[src/rtl/mem_arb_pkg.sv]
// rtl/mem_arb_pkg.sv - shared state and port enums for the memory port arbiter
package mem_arb;

    typedef enum logic [1:0] {IDLE, INST, DATA, DONE} arb_state_t;
    typedef enum logic {port_inst, port_data} port_t;

    localparam logic [3:0] INST_BYTE_ENABLE = 4'hF;

endpackage

[src/rtl/mem_arb_req_reg.sv]
// rtl/mem_arb_req_reg.sv - registered downstream request: load, clear strobes, or hold
module mem_arb_req_reg (
    input  logic        clk,
    input  logic        rst,
    input  logic        load,
    input  logic        clear,
    input  logic        read_in,
    input  logic        write_in,
    input  logic [31:0] address_in,
    input  logic [31:0] wdata_in,
    input  logic [3:0]  byte_enable_in,
    output logic        read_out,
    output logic        write_out,
    output logic [31:0] address_out,
    output logic [31:0] wdata_out,
    output logic [3:0]  byte_enable_out
);

    logic        read_q, read_d;
    logic        write_q, write_d;
    logic [31:0] address_q, address_d;
    logic [31:0] wdata_q, wdata_d;
    logic [3:0]  byte_enable_q, byte_enable_d;

    always_comb begin
        read_d        = read_q;
        write_d       = write_q;
        address_d     = address_q;
        wdata_d       = wdata_q;
        byte_enable_d = byte_enable_q;
        if (load) begin
            read_d        = read_in;
            write_d       = write_in;
            address_d     = address_in;
            wdata_d       = wdata_in;
            byte_enable_d = byte_enable_in;
        end else if (clear) begin
            // address/data stay put; only the strobes drop
            read_d  = 1'b0;
            write_d = 1'b0;
        end
    end

    always_ff @(posedge clk) begin
        if (rst) begin
            read_q        <= 1'b0;
            write_q       <= 1'b0;
            address_q     <= '0;
            wdata_q       <= '0;
            byte_enable_q <= '0;
        end else begin
            read_q        <= read_d;
            write_q       <= write_d;
            address_q     <= address_d;
            wdata_q       <= wdata_d;
            byte_enable_q <= byte_enable_d;
        end
    end

    assign read_out        = read_q;
    assign write_out       = write_q;
    assign address_out     = address_q;
    assign wdata_out       = wdata_q;
    assign byte_enable_out = byte_enable_q;

endmodule

[src/rtl/mem_port_arbiter.sv]
// rtl/mem_port_arbiter.sv - two-port (inst/data) to one memory arbiter; MEM_ARB_RR_EN selects round-robin
module mem_port_arbiter
    import mem_arb::*;
(
    input  logic        clk,
    input  logic        rst,
    input  logic        inst_mem_read,
    input  logic [31:0] inst_mem_address,
    output logic [31:0] inst_mem_rdata,
    output logic        inst_mem_resp,
    input  logic        data_mem_read,
    input  logic        data_mem_write,
    input  logic [3:0]  data_mem_byte_enable,
    input  logic [31:0] data_mem_address,
    input  logic [31:0] data_mem_wdata,
    output logic [31:0] data_mem_rdata,
    output logic        data_mem_resp,
    output logic        mem_read,
    output logic        mem_write,
    output logic [31:0] mem_address,
    output logic [31:0] mem_wdata,
    output logic [3:0]  mem_byte_enable,
    input  logic [31:0] mem_rdata,
    input  logic        mem_resp
);

    arb_state_t  state_q, state_d;
    logic [31:0] hold_q, hold_d;
    logic        inst_resp_q, inst_resp_d;
    logic        data_resp_q, data_resp_d;
    port_t       grant_port;
    logic        load, clear;
    logic        ld_read, ld_write;
    logic [31:0] ld_address, ld_wdata;
    logic [3:0]  ld_byte_enable;
    logic        data_pend, inst_pend;

`ifdef MEM_ARB_RR_EN
    port_t last_served_q, last_served_d;
`endif

    assign data_pend = data_mem_read | data_mem_write;
    assign inst_pend = inst_mem_read;

    always_comb begin
        state_d     = state_q;
        hold_d      = hold_q;
        inst_resp_d = 1'b0;
        data_resp_d = 1'b0;
        load        = 1'b0;
        clear       = 1'b0;
`ifdef MEM_ARB_RR_EN
        if (data_pend && inst_pend)
            grant_port = (last_served_q == port_inst) ? port_data : port_inst;
        else
            grant_port = data_pend ? port_data : port_inst;
`else
        grant_port = data_pend ? port_data : port_inst;
`endif
        case (state_q)
            IDLE: begin
                if (data_pend || inst_pend) begin
                    load    = 1'b1;
                    state_d = (grant_port == port_data) ? DATA : INST;
                end
            end
            INST, DATA: begin
                if (mem_resp) begin
                    clear       = 1'b1;
                    hold_d      = mem_rdata;
                    inst_resp_d = (state_q == INST);
                    data_resp_d = (state_q == DATA);
                    state_d     = DONE;
                end
            end
            DONE: state_d = IDLE;
            default: state_d = IDLE;
        endcase
    end

    // a simultaneous read+write on the data port is issued as a write
    always_comb begin
        if (grant_port == port_data) begin
            ld_read        = data_mem_read & ~data_mem_write;
            ld_write       = data_mem_write;
            ld_address     = data_mem_address;
            ld_wdata       = data_mem_wdata;
            ld_byte_enable = data_mem_byte_enable;
        end else begin
            ld_read        = 1'b1;
            ld_write       = 1'b0;
            ld_address     = inst_mem_address;
            ld_wdata       = '0;
            ld_byte_enable = INST_BYTE_ENABLE;
        end
    end

`ifdef MEM_ARB_RR_EN
    always_comb begin
        last_served_d = load ? grant_port : last_served_q;
    end

    always_ff @(posedge clk) begin
        if (rst) last_served_q <= port_inst;
        else     last_served_q <= last_served_d;
    end
`endif

    always_ff @(posedge clk) begin
        if (rst) begin
            state_q     <= IDLE;
            hold_q      <= '0;
            inst_resp_q <= 1'b0;
            data_resp_q <= 1'b0;
        end else begin
            state_q     <= state_d;
            hold_q      <= hold_d;
            inst_resp_q <= inst_resp_d;
            data_resp_q <= data_resp_d;
        end
    end

    mem_arb_req_reg u_req_reg (
        .clk             (clk),
        .rst             (rst),
        .load            (load),
        .clear           (clear),
        .read_in         (ld_read),
        .write_in        (ld_write),
        .address_in      (ld_address),
        .wdata_in        (ld_wdata),
        .byte_enable_in  (ld_byte_enable),
        .read_out        (mem_read),
        .write_out       (mem_write),
        .address_out     (mem_address),
        .wdata_out       (mem_wdata),
        .byte_enable_out (mem_byte_enable)
    );

    assign inst_mem_rdata = hold_q;
    assign data_mem_rdata = hold_q;
    assign inst_mem_resp  = inst_resp_q;
    assign data_mem_resp  = data_resp_q;

endmodule

[config.mk]
export PLATFORM = sky130hd
export DESIGN_NAME = mem_port_arbiter
export DESIGN_NICKNAME = d
export VERILOG_FILES = /design/src/rtl/mem_arb_pkg.sv /design/src/rtl/mem_arb_req_reg.sv /design/src/rtl/mem_port_arbiter.sv
export SDC_FILE = /design/constraint.sdc
export NUM_CORES = 1
export LEC_CHECK = 0
export CAP_MARGIN = 20
export CORE_MARGIN = 2
export CORE_UTILIZATION = 30
export CTS_CLUSTER_SIZE = 12
export DETAILED_ROUTE_END_ITERATION = 16
export GPL_ROUTABILITY_DRIVEN = 0
export PLACE_DENSITY = 0.8
export SLEW_MARGIN = 20
export SYNTH_ARGS = -nofsm -noshare
export SYNTH_HDL_FRONTEND = slang
export SYNTH_SLANG_ARGS = --single-unit
[constraint.sdc]
create_clock -name clk -period 2.2 [get_ports clk]
set_input_delay 0.55 -clock clk [delete_from_list [all_inputs] [get_ports clk]]
set_output_delay 0.55 -clock clk [all_outputs]
set_load 0.1 [all_outputs]
Word-level counts from Yosys, hierarchy flattened

Index checks and enable logic that the tools add are counted.
Widths: inputs -> output; s select.

Flip-flop bits (word level): 106
Output and inout port bits: 136
Logic and storage cells: 43

Equal/unequal tests: 5
Mux-type cells: 17
Bitwise operators: 5
Reductions and logical operators: 7

Operators with widths:

| cell               | number |
|---|---|
| $mux 32            | 2 |
| $mux 1             | 10 |
| $mux 2             | 3 |
| $pmux 2 s3         | 1 |
| $eq 2x2->1 const B | 2 |
| $mux 4             | 1 |
| $ne 2x2->1 const B | 2 |
| $reduce_and 2->1   | 2 |
| $not 1->1          | 3 |
| $reduce_or 3->1    | 1 |
| $eq 2x1->1 const B | 1 |
| $logic_not 2->1    | 1 |
| $reduce_bool 2->1  | 1 |
| $reduce_or 2->1    | 1 |
| $and 1x1->1        | 1 |
| $logic_or 1x1->1   | 1 |
| $or 1x1->1         | 1 |

Depth between registers and ports, before layout

Depth after elaboration: 5
Depth in mapped cells: 7
Mapped depth without buffers: 5

Hierarchy

From an unflattened synthesis, not the netlist that was laid out.

Cell total of the unflattened synthesis: 502
Area, all modules: 4657.0 um^2

Modules (own cells, without submodules):

| module           | times used | cells each | area each (um^2) |
|---|---|---|---|
| mem_arb_req_reg  | 1          | 228        | 2459.9 |
| mem_port_arbiter | 1          | 274        | 2197.1 |

Least setup slack after synthesis

No wires, ideal clock.

Path kind: reg-to-output
From: reg hold_q[0], in the netlist data_mem_rdata[0]
To: out inst_mem_rdata[0]
Arrival: 1.373 ns
Data required time: 1.650 ns
Path slack: 0.277 ns
Stages on the path, launching flop included: 2
Cell sequence: dfxtp_1 -> buf_4

RTL lines:

| what                   | line                    | source |
|---|---|---|
| start, declared        | mem_port_arbiter.sv:28  | `logic [31:0] hold_q, hold_d;` |
| start signal, assigned | mem_port_arbiter.sv:117 | `hold_q <= hold_d;` |
| end, declared          | mem_port_arbiter.sv:9   | `output logic [31:0] inst_mem_rdata,` |

No word-level cell between the ends.

Worst setup path after layout

From: in data_mem_write
To: reg u_req_reg.address_q[29], in the netlist u_req_reg.address_out[29]

Cells in the longest elaborated chain, start to end: 4
Elaborated cells between the ends (all ways): 6
Those cells by class: 4 x mux; 1 x bitwise; 1 x reduce/logical

Ends and longest elaborated chain:

| what                 | line                   | source |
|---|---|---|
| start, declared      | mem_port_arbiter.sv:12 | `input logic data_mem_write,` |
| $or 1x1->1 *         | mem_port_arbiter.sv:42 | `assign data_pend = data_mem_read \| data_mem_write;` |
| $logic_or 1x1->1     | mem_port_arbiter.sv:62 | `if (data_pend \|\| inst_pend) begin` |
| $mux 1               | mem_port_arbiter.sv:62 |  |
| $mux 1               | mem_port_arbiter.sv:60 | `case (state_q)` |
| end signal, assigned | mem_arb_req_reg.sv:54  | `address_q <= address_d;` |
| end, declared        | mem_arb_req_reg.sv:21  | `logic [31:0] address_q, address_d;` |

Every way passes the cells marked *; elsewhere a longest branch is shown, timed or not.
A chain may end at the register's enable or synchronous reset.

==> impl_metrics.env <==
export IMPL_status="completed"
export IMPL_ctsHoldBuffers=0
export IMPL_crit_arrival_ns=2.07
export IMPL_clock_root_buffer="clkbuf_16"
export IMPL_chipHeight_um=123
export IMPL_htreeDepth=3
export IMPL_globalRouteOverflowTotal=0
export IMPL_clk_path_buf_depth=2
export IMPL_antenna_found_initial=0
export IMPL_synth_top_area_share_pct=49.7
export IMPL_reg2reg_to="u_req_reg.address_out[29]"
export IMPL_ys_ff_latch=106
export IMPL_groute_usage_overall_pct=16.6
export IMPL_grt_pass1_wl_um=19700
export IMPL_maxCapViolCount=0
export IMPL_cts_tree="done"
export IMPL_startpoint_type="input port"
export IMPL_grt_max_degree=51
export IMPL_min_period_ns=1.82
export IMPL_grt_pass1_vias=3966
export IMPL_hpwlAfterDp_um=9690
export IMPL_reg2reg_from="state_q[1]"
export IMPL_wire_per_inst_um=14.7
export IMPL_cp_data_required_time_ns=2.45
export IMPL_r2r_cells=6
export IMPL_drt_total_wl_um=13100
export IMPL_critPathLaunch="data_mem_write"
export IMPL_synth_fp_nets=620
export IMPL_tightest_slew_ns=0.473
export IMPL_clock_sinks=106
export IMPL_vias=4150
export IMPL_post_cts_resized=0
export IMPL_stdcell_count=893
export IMPL_post_place_cells=877
export IMPL_multi_input_area_um2=1700
export IMPL_io_pins=274
export IMPL_drive_gt1_share_pct=26.2
export IMPL_drc=0
export IMPL_die_area_um2=15200
export IMPL_finalCoreUtilization_pct=50.2
export IMPL_critical_path_endpoint="u_req_reg.address_out[29]"
export IMPL_hold_path_class="reg -> reg"
export IMPL_tns_ns=0
export IMPL_die_x_um=123
export IMPL_netlist_area_um2=4270
export IMPL_synth_area_per_cell_um2=8.93
export IMPL_yosysWarnings=0
export IMPL_yosys_top_cells_area="dfxtp_1 (50%), nand2_1 (8.7%), buf_4 (6.7%), a22o_1 (6.6%), a311oi_1 (4.7%)"
export IMPL_path_class="in -> reg"
export IMPL_maxSlewHeadroom_pct=68.5
export IMPL_nNetsFinal=850
export IMPL_seqCellArea_um2=2120
export IMPL_endpoint_kind="flip-flop"
export IMPL_hold_viol_final=0
export IMPL_netlist_cell_type_count=27
export IMPL_final_setup_skew_ns=0.00707
export IMPL_synthCells=478
export IMPL_cp_max_fo=50
export IMPL_first_iter_violations=122
export IMPL_yosys_area_top_type="dfxtp_1"
export IMPL_reg2reg_slack_ns=0.49
export IMPL_cts_setup_buffers=0
export IMPL_finalSetupViolations=0
export IMPL_max_freq_mhz=551
export IMPL_area_delta_synth_final_pct=63.1
export IMPL_io_buffers=273
export IMPL_core_um2=13900
export IMPL_dr_pass1_iters=4
export IMPL_antennaDiodeCount=0
export IMPL_start_util_pct=30.8
export IMPL_ys_seq_area_share_pct=49.7
export IMPL_whs_path_depth=2
export IMPL_clk_pin_slew_ns=0.07
export IMPL_rsz0062_at_grt="no"
export IMPL_fin_crit_sh_pct=82.5
export IMPL_antenna_left=0
export IMPL_core_rowCount=43
export IMPL_clk_latency_ns=0.35
export IMPL_viasPerCell=4.65
export IMPL_slew_viol_final=0
export IMPL_cts_buffers=9
export IMPL_fillerInstances=1322
layer usage:
metal  track usage (%)  vias to the layer above  part of all wire [%]
li1                  -                     2085                     -
met1              19.3                     1878                    40
met2              28.2                      176                    49
met3              5.86                       11                   9.5
met4              6.11                        0                   1.3
met5                 0                        -                     0
worst max-delay path: stages:
cell             delay [ns]
clkdlybuf4s50_1        0.61
o31a_2                 0.27
buf_12                 0.25
nor2_1                 0.08
a311oi_1               0.27
cell families after synthesis:
| group | Yosys count | synth area share (%) |
|---|---|---|
| AOI/OAI and AO/OA | 137 | 23.6 |
| adders and majority gates | 4 | 1.17 |
| buffers and inverters | 75 | 10.6 |
| DFF | 106 | 49.7 |
| and+or+nand+nor | 156 | 14.9 |
cell type report:
cell class	instances	share of cell area [%]
clock buffers	9	3.23
clock inverters	7	1.02
inverters	3	0.162
multi-input cells	297	24.4
flip-flops and latches	106	30.5
well taps	180	3.23
repair buffers	291	37.5
sequential cells by signal, summed over array words and instances (netlist names):
register,cells
u_req_reg.wdata_out,32
inst_mem_resp,1
data_mem_rdata,32
state_q,2
u_req_reg.address_out,32
u_req_reg.write_out,1
data_mem_resp,1
u_req_reg.byte_enable_out,4
u_req_reg.read_out,1
Yosys cell counts, drive strengths merged:
master / number
dfxtp: 106
nand2: 99
buf: 55
nor2: 44
a21oi: 36
a311oi: 33
o21ai: 33
a22o: 32
clkbuf: 17
ha: 4
nor3: 4
inv: 3
nor3b: 3
nand2b: 2
nand3b: 2
a211o: 1
and2: 1
o31a: 1
o41ai: 1
or4b: 1
placed cells by master (no fill, tap or decap):
| master | n |
|---|---|
| a211o_1 | 1 |
| a21oi_1 | 36 |
| a22o_1 | 32 |
| a311oi_1 | 23 |
| a311oi_2 | 10 |
| and2_1 | 1 |
| buf_12 | 7 |
| buf_2 | 1 |
| buf_4 | 147 |
| clkbuf_16 | 9 |
| clkdlybuf4s50_1 | 136 |
| clkinv_4 | 2 |
| clkinv_8 | 1 |
| dfxtp_1 | 106 |
| ha_1 | 4 |
| inv_1 | 3 |
| inv_6 | 3 |
| inv_8 | 1 |
| nand2_1 | 99 |
| nand2b_1 | 2 |
| nand3b_1 | 2 |
| nor2_1 | 41 |
| nor2_2 | 2 |
| nor2_4 | 1 |
| nor3_1 | 4 |
| nor3b_1 | 3 |
| o21ai_0 | 32 |
| o21ai_2 | 1 |
| o31a_2 | 1 |
| o41ai_1 | 1 |
| or4b_4 | 1 |
worst min path at each step:
stage / start / to / slack, ns
2_1_floorplan: state_q[0] / state_q[0] / 0.51
3_3_place_gp: u_req_reg.wdata_out[17] / u_req_reg.wdata_out[17] / 0.46
3_5_place_dp: u_req_reg.wdata_out[19] / u_req_reg.wdata_out[19] / 0.46
4_1_cts: data_mem_rdata[22] / data_mem_rdata[22] / 0.47
5_1_grt: u_req_reg.wdata_out[20] / u_req_reg.wdata_out[20] / 0.49
6_report: data_mem_rdata[22] / data_mem_rdata[22] / 0.47
stage by stage:
stage / setup WS (ns) / hold slack [ns] / instance area (um2)
6_report: 0.384 / 0.471 / 6960
5_1_grt: 0.254 / 0.493 / 6960
3_5_place_dp: 0.0110 / 0.456 / 6670
4_1_cts: 0.387 / 0.473 / 6960
3_3_place_gp: 0.110 / 0.457 / 6670
2_1_floorplan: 0.277 / 0.508 / 4270
Power is not shown: default switching activity piles up to over one toggle a cycle in this logic, so the estimate is an artifact.
